$ cat config.mk
export PLATFORM = sky130hd
export DESIGN_NAME = ysyx_22041211_pc_gen_flat
export DESIGN_NICKNAME = d
export VERILOG_FILES = /design/src/rtl/ysyx_22041211_pc_gen_if.sv /design/src/rtl/ysyx_22041211_pc_gen.sv /design/src/flat_wrapper.sv
export SDC_FILE = /design/constraint.sdc
export NUM_CORES = 1
export LEC_CHECK = 0
export CORE_ASPECT_RATIO = 1.25
export CORE_MARGIN = 4
export CORE_UTILIZATION = 48
export CTS_CLUSTER_SIZE = 16
export DETAILED_ROUTE_END_ITERATION = 10
export PLACE_DENSITY = 0.86
export SLEW_MARGIN = 20
export SYNTH_ARGS = -nofsm -noshare
export SYNTH_HDL_FRONTEND = slang
export SYNTH_SLANG_ARGS = --single-unit
export TNS_END_PERCENT = 1
$ cat constraint.sdc
create_clock -name clk -period 2.65 [get_ports clk]
set_input_delay 0.6625 -clock clk [delete_from_list [all_inputs] [get_ports clk]]
set_output_delay 0.6625 -clock clk [all_outputs]
set_load 0.01 [all_outputs]
$ cat src/rtl/ysyx_22041211_pc_gen_if.sv
// Fetch-side handshake between the PC generator and the instruction fetch unit.
// The PC generator drives pc/pc_valid (master); the IFU answers with pc_ready (slave).
interface ysyx_22041211_pc_gen_if #(
    parameter int ADDR_LEN = 32
);
    logic [ADDR_LEN-1:0] pc;
    logic                pc_valid;
    logic                pc_ready;

    modport master (output pc, output pc_valid, input pc_ready);
    modport slave  (input pc, input pc_valid, output pc_ready);
endinterface

$ cat src/rtl/ysyx_22041211_pc_gen.sv
// Program-counter generator for the ysyx_22041211 core.
// Holds the fetch PC and offers it to the IFU over a valid/ready handshake.
// It steps sequentially on each accepted fetch, takes trap/branch redirects,
// supports halt and counts accepted fetches.
// Optional feature macro: YSYX_22041211_PC_ALIGN_CHECK_EN
//   defined   -> misaligned redirect targets are rejected and raise a sticky
//                pc_misalign flag that blocks fetch until an aligned redirect
//   undefined -> redirect targets are loaded with bits [1:0] cleared,
//                pc_misalign is constant 0
module ysyx_22041211_pc_gen #(
    parameter int                ADDR_LEN  = 32,
    parameter logic [ADDR_LEN-1:0] RESET_VAL = 32'h80000000,
    parameter int                STEP      = 4,
    parameter int                CNT_LEN   = 32
) (
    input  logic                        clk,
    input  logic                        rst,
    input  logic                        stall,
    input  logic                        br_valid,
    input  logic [ADDR_LEN-1:0]         br_target,
    input  logic                        trap_valid,
    input  logic [ADDR_LEN-1:0]         trap_target,
    input  logic                        halt,
    ysyx_22041211_pc_gen_if.master      fetch,
    output logic [CNT_LEN-1:0]          fetch_cnt,
    output logic                        pc_misalign
);

    typedef enum logic [1:0] {
        BOOT = 2'd0,
        RUN  = 2'd1,
        HALT = 2'd2
    } state_t;

    state_t              state, state_nxt;
    logic [ADDR_LEN-1:0] pc_r, pc_nxt;
    logic [CNT_LEN-1:0]  cnt_r, cnt_nxt;
    logic                mis_r;
    logic                mis_nxt;
    logic                redir;
    logic [ADDR_LEN-1:0] redir_tgt;
    logic                offer;
    logic                fire;

    // Trap redirects outrank branch redirects; pick the winning target once.
    always_comb begin
        redir     = trap_valid || br_valid;
        redir_tgt = trap_valid ? trap_target : br_target;
    end

    // Next-state, next-pc, counter and handshake decode.
    always_comb begin
        state_nxt = state;
        pc_nxt    = pc_r;
        cnt_nxt   = cnt_r;
        mis_nxt   = mis_r;
        offer     = 1'b0;
        fire      = 1'b0;
        case (state)
            BOOT: begin
                state_nxt = RUN;
            end
            RUN: begin
                offer = !stall && !mis_r;
                fire  = offer && fetch.pc_ready;
                if (fire) begin
                    cnt_nxt = cnt_r + CNT_LEN'(1);
                end
                if (redir) begin
`ifdef YSYX_22041211_PC_ALIGN_CHECK_EN
                    if (redir_tgt[1:0] != 2'b00) begin
                        mis_nxt = 1'b1;
                    end else begin
                        pc_nxt  = redir_tgt;
                        mis_nxt = 1'b0;
                    end
`else
                    pc_nxt = redir_tgt & ~ADDR_LEN'(3);
`endif
                end else if (fire) begin
                    pc_nxt = pc_r + ADDR_LEN'(STEP);
                end
                if (halt) begin
                    state_nxt = HALT;
                end
            end
            HALT: begin
                state_nxt = HALT;
            end
            default: begin
                state_nxt = BOOT;
            end
        endcase
    end

    // State, pc and fetch counter registers with synchronous reset.
    always_ff @(posedge clk) begin
        if (rst) begin
            state <= BOOT;
            pc_r  <= RESET_VAL;
            cnt_r <= '0;
        end else begin
            state <= state_nxt;
            pc_r  <= pc_nxt;
            cnt_r <= cnt_nxt;
        end
    end

`ifdef YSYX_22041211_PC_ALIGN_CHECK_EN
    // Sticky misaligned-redirect flag, cleared by reset or an aligned redirect.
    always_ff @(posedge clk) begin
        if (rst) begin
            mis_r <= 1'b0;
        end else begin
            mis_r <= mis_nxt;
        end
    end
`else
    assign mis_r = 1'b0;
`endif

    assign fetch.pc       = pc_r;
    assign fetch.pc_valid = offer;
    assign fetch_cnt      = cnt_r;
    assign pc_misalign    = mis_r;

endmodule
$ cat src/flat_wrapper.sv
// flat-port wrapper written by rule: the top's interface ports become plain ports
module ysyx_22041211_pc_gen_flat 
#(
    parameter int                ADDR_LEN  = 32,
    parameter logic [ADDR_LEN-1:0] RESET_VAL = 32'h80000000,
    parameter int                STEP      = 4,
    parameter int                CNT_LEN   = 32
)
  (clk, rst, stall, br_valid, br_target, trap_valid, trap_target, halt, fetch_cnt, pc_misalign, fetch_pc, fetch_pc_valid, fetch_pc_ready);
  ysyx_22041211_pc_gen_if #(.ADDR_LEN(ADDR_LEN)) fetch_i ();
  input  logic clk;
  input  logic rst;
  input  logic stall;
  input  logic br_valid;
  input  logic [ADDR_LEN-1:0] br_target;
  input  logic trap_valid;
  input  logic [ADDR_LEN-1:0] trap_target;
  input  logic halt;
  output logic [CNT_LEN-1:0] fetch_cnt;
  output logic pc_misalign;
  output wire logic [$bits(fetch_i.pc)-1:0] fetch_pc;
  output wire logic [$bits(fetch_i.pc_valid)-1:0] fetch_pc_valid;
  input wire logic [$bits(fetch_i.pc_ready)-1:0] fetch_pc_ready;
  assign fetch_pc = fetch_i.pc;
  assign fetch_pc_valid = fetch_i.pc_valid;
  assign fetch_i.pc_ready = fetch_pc_ready;
  ysyx_22041211_pc_gen #(.ADDR_LEN(ADDR_LEN), .RESET_VAL(RESET_VAL), .STEP(STEP), .CNT_LEN(CNT_LEN)) u_core (.clk(clk), .rst(rst), .stall(stall), .br_valid(br_valid), .br_target(br_target), .trap_valid(trap_valid), .trap_target(trap_target), .halt(halt), .fetch(fetch_i), .fetch_cnt(fetch_cnt), .pc_misalign(pc_misalign));
endmodule
=== Word-level counts from Yosys, hierarchy flattened ===
Index checks and enable logic that the tools add are counted.

* $add $sub $neg: 2
* Equal/unequal tests: 3
* Mux-type cells: 6
* Reduce and logical (&&, ||, !) cells: 7

{| class="wikitable"
|+ Operator list
! kind !! count
|-
| 32-bit 2-to-1 mux || 3
|-
| 32-bit by 1-bit adder with 32-bit output (second input constant) || 1
|-
| 32-bit by 3-bit adder with 32-bit output (second input constant) || 1
|-
| 2-bit one-hot mux with 3 select lines || 1
|-
| 2-bit AND reduction || 2
|-
| 2-bit by 1-bit equality test with 1-bit output (second input constant) || 1
|-
| 2-bit equality test (second input constant) || 1
|-
| 2-bit zero test || 1
|-
| 2-bit 2-to-1 mux || 1
|-
| 2-bit inequality test (second input constant) || 1
|-
| 2-bit nonzero test || 1
|-
| 1-bit logical AND || 1
|-
| 1-bit zero test || 1
|-
| 1-bit logical OR || 1
|-
| 1-bit 2-to-1 mux || 1
|}

* Register bits: 66
* Bits of input ports: 71
* Output and inout bits: 66
* Word-level logic and storage cells: 21

=== Depth between registers and ports, before layout ===
* Depth after elaboration: 4
* Mapped depth: 8
* Depth with buffers taken out: 7

=== Worst setup path before layout ===
No wires, ideal clock.

* Path type: input -> register
* Start: in br_valid
* End: reg u_core.pc_r[12], in the netlist u_core.fetch.pc[12]
* Library setup time: 0.122 ns
* Arrival: 1.792 ns
* Required time: 2.528 ns
* Slack: 0.737 ns
* Cell stages on the path: 6
* Path buffers: 2
* Cell sequence: or2_1 clkbuf_1 o21ai_2 buf_2 nor2_1 a221o_1

* Word-level cells in the longest chain between the ends: 3
* Elaborated cells between the ends (all ways): 4
* Classes of those cells: 1 x mux; 3 x reduce/logical

{| class="wikitable"
|+ RTL lines
! what !! RTL line !! text
|-
| start, declared || flat_wrapper.sv:14 || <nowiki>input logic br_valid;</nowiki>
|-
| 1-bit logical OR * || ysyx_22041211_pc_gen.sv:47 || <nowiki>redir = trap_valid || br_valid;</nowiki>
|-
| 2-bit nonzero test (no source line) || - ||
|-
| 2-bit AND reduction (no source line) || - ||
|-
| end signal, assigned || ysyx_22041211_pc_gen.sv:104 || <nowiki>pc_r <= pc_nxt;</nowiki>
|-
| end, declared || ysyx_22041211_pc_gen.sv:36 || <nowiki>logic [ADDR_LEN-1:0] pc_r, pc_nxt;</nowiki>
|}

Mark *: on every way between the ends. The rest lies on a longest branch, timed or not.
A chain may end at the register's enable or synchronous reset.

=== Final worst setup path ===
* Start: in stall
* End: out fetch_pc_valid

* Word-level cells in the longest chain between the ends: 2

{| class="wikitable"
|+ RTL lines
! what !! RTL line !! text
|-
| start, declared || flat_wrapper.sv:13 || <nowiki>input logic stall;</nowiki>
|-
| 1-bit zero test || ysyx_22041211_pc_gen.sv:64 || <nowiki>offer = !stall && !mis_r;</nowiki>
|-
| 1-bit 2-to-1 mux || ysyx_22041211_pc_gen.sv:59 || <nowiki>case (state)</nowiki>
|-
| end, declared || flat_wrapper.sv:22 || <nowiki>output wire logic [$bits(fetch_i.pc_valid)-1:0] fetch_pc_valid;</nowiki>
|}

No other way between the ends.

==> impl_metrics.ini <==
[outcome]
run_status = finished, final reports clean

[final_layout]
flow.area_growth_from_synthesis_pct = 45.2
fillers = 593
final_layout_size_suffix_gt1_share_pct = 7.80
design.final.nets = 661
antenna-diode-count = 0
finalInstanceArea_um2 = 5330
layout.core_utilization_pct = 72.0

[setup_path]
slowest_delay_ns = 0.54
setup.worst_path.start_class = input pin
worstPathCellList = clkdlybuf4s50_1, nor2_1, clkdlybuf4s50_1
critical_path.most_common_cell = clkdlybuf4s50_1
required_ns = 1.99
cp-startpoint = stall
setup.worst_path.end_class = output pin
crit_arrival_ns = 1.78
timing.critical_path.to = fetch_pc_valid
worst-setup-path-type = input pin to output pin
critPathMaxFanout = 4
worst_r2r_endpoint = u_core.fetch.pc[8]
crit_slowest_cell = clkdlybuf4s50_1
setup_slack_of_the_most_critical_reg_to_reg_path_ns = 0.53
timing.rr.start = u_core.fetch.pc[2]
rr_worst_depth = 6

[timing]
setup_tns_ns = 0
max_slew.worst_pin.slew_ns = 0.687
hold_violations = 0
max_freq_ghz = 0.409
final-max-slew-violation-count = 0
final.setup.worst_slack_ns = 0.207
timing.final.crit_period_ns = 2.44
headroom_to_the_max_slew_limit_pct = 53.8
setup_violations = 0
rsz_0062_raised_after_global_routing = false
worst_clock_skew_ns = 0.0142
fin_crit_sh_pct = 92.2

[cts]
ctsResizeCount = 0
cts_inserted_buffers = 9
clock_insertion_delay_worst_skew_ns = 0.34
clk_pin_slew_worst_paths_ns = 0.07
clkSinkCount = 64
clock_path_buffers = 2
clockRootBuffer = clkbuf_8
htree_levels = 3
cts_tree = done
post-cts-setup-buffer-count = 0
holdBufCountCts = 0

[route]
drt_iter0_markers = 408
detail_route.drc_violations = 0
dr.pass1.iters = 5
avgRoutedWirePerCell_um = 17.5
viasPerCell = 6.05
finalWirelength_um = 11900
final_antenna_net_count = 0
vias = 4123

[synthesis]
synth-seq-area-share_pct = 34.9
yosys_register_bits = 64
synth_edf_count = 0
number_of_distinct_library_cells_after_synthesis = 57
syn_area_per_cell_um2 = 8.05
synth_warnings = 0
synthesis.instances = 456
postSynth.asyncResetShare_pct = 0
synthFlopType = dfxtp_1
syn-cell-area_um2 = 3670

[pwr]
combPwrFrac_pct = 32.3
internal_power_mw = 2.20
static-leakage-power_nw = 1.95
seq_power_share_pct = 38.4
pwr-share-clk_pct = 29.4
power-per-cell-area_nw_per_um2 = 607
max-vdd-ir-drop_mv = 0.382
switching_power_mw = 1.04
p_sw_share_pct = 32.1

[die]
floorplan.die_area_um2 = 9120
core_region_area_um2 = 7400
die_w_um = 86.2
num_rows = 35
io_pins = 137
die_y_um = 106
initial_utilization_pct = 49.6

[global_routing]
pin_count_of_the_biggest_net_entering_global_routing = 41
grtUsageTotal_pct = 25.8
grt.overflow.total = 0
gr-max-usage-layer = met2
grt_first_pass_wirelength_um = 19300
met3_usage_pct = 5.79
first_global_vias = 4039
groute.layer.met2.usage_pct = 42.1
grt_antenna_before_repair = 0
met1_usage_pct = 32.2

[placed_design]
detailedPlacementHpwl_um = 8750
placed_area_um2 = 5110
weighted_congestion_reported_at_the_end_of_routability_driven_placement = 0.875
dp_worst_setup_slack_ns = 0.0551
port-buffer-count = 129

[worst_hold_path]
holdCritPathClass = flop to flop

[run]
max-cap-violations = 0
==> state kept, by name (all words and copies together) (netlist names) <==
name and count:
u_core.fetch_cnt 32, u_core.state 2, u_core.fetch.pc 30
==> layer usage <==
metal | vias up | part of all wire [%]
met4 | 0 | 3.5
met5 | - | 0
met3 | 45 | 8.5
met2 | 210 | 48
li1 | 1953 | -
met1 | 1915 | 40
==> power groups by stage <==
| stage | Clock (mW) | Sequential [mW] | Combinational, mW |
|---|---|---|---|
| after floorplan | 0 | 1.26 | 0.509 |
| after global placement | 0 | 1.24 | 0.995 |
| after detailed placement | 0 | 1.25 | 1.03 |
| after CTS | 0.958 | 1.23 | 1.04 |
| after global routing | 1.00 | 1.26 | 1.13 |
| final | 0.950 | 1.24 | 1.04 |
==> metrics by stage <==
step	hold WS [ns]	cells	total power, mW
after floorplan	0.460	458	1.77
after global placement	0.475	667	2.24
after detailed placement	0.493	667	2.28
after CTS	0.508	682	3.23
after global routing	0.536	682	3.39
final	0.504	682	3.24
==> how the worst min path moves through the flow <==
stage                                     from              endpoint  cells after the start
final                      u_core.fetch_cnt[1]   u_core.fetch_cnt[1]                      2
after global routing      u_core.fetch_cnt[16]  u_core.fetch_cnt[16]                      2
after CTS                 u_core.fetch_cnt[16]  u_core.fetch_cnt[16]                      2
after detailed placement  u_core.fetch_cnt[16]  u_core.fetch_cnt[16]                      2
after global placement         u_core.state[1]       u_core.state[1]                      2
after floorplan                u_core.state[1]       u_core.state[1]                      2
==> Yosys cell counts (all sizes together) (2+ instances only) <==
cell type  count  area [um2]
nand3         20         118
a21o           2        15.0
o21ai         35         179
nand2b         5        31.3
and2           2        12.5
a311oi         2        17.5
or2            2        12.5
or4            2        15.0
inv            9        33.8
a31oi          3        18.8
nor3           7        50.1
or3            8        50.1
ha             4        50.1
a2bb2oi        2        17.5
mux2i         14         140
o21bai         2        15.0
dfxtp         64        1280
a21oi         20         100
buf           11        68.8
clkbuf        21        78.8
and4           5        43.8
o22ai         13        81.3
nand4         21         131
nand2         29         109
a221o          9        90.1
xnor2          5        43.8
o31ai          2        15.0
nor2b          5        31.3
nor4           4        37.5
nor3b          3        22.5
o41ai          2        17.5
a222oi         4        40.0
o32ai          2        17.5
a22oi         12        90.1
and3           9        56.3
a22o           6        52.6
a221oi         3        26.3
xor2          18         158
nor2          60         225
==> layout make-up <==
type,instances,area [um2],area share [%]
timing repair buffer,149,1460,27.4
clock buffer,12,155,2.91
sequential,64,1280,24.0
clock inverter,3,65.1,1.22
inverter,9,33.8,0.634
tap,92,115,2.16
multi-input combinational,353,2220,41.6
==> cells by family after synthesis <==
kind of cell    count (synthesis)  share of synthesized area, %
compound gates                122                          22.2
xor+xnor                       23                          5.49
fa+ha+maj                       4                          1.36
buf+inv                        41                          4.94
flops                          64                          34.9
mux                            15                          4.12
other cells                     1                         0.102
simple gates                  186                          26.8
==> critical path, delay by kind of cell <==
kind,cells,cell delay (ns)
AND/OR/NAND/NOR,1,0.12
buffers and inverters,2,1.00
==> layout by cell type (no fill, tap or decap), drive strengths merged, types with 13 or more instances in the layout <==
cell / instances
clkdlybuf4s50: 128
dfxtp: 64
nand4: 21
nor2: 60
mux2i: 14
nand2: 29
buf: 21
o21ai: 35
o22ai: 13
a21oi: 20
nand3: 20
xor2: 18
Power figures use the tool's default switching activity.
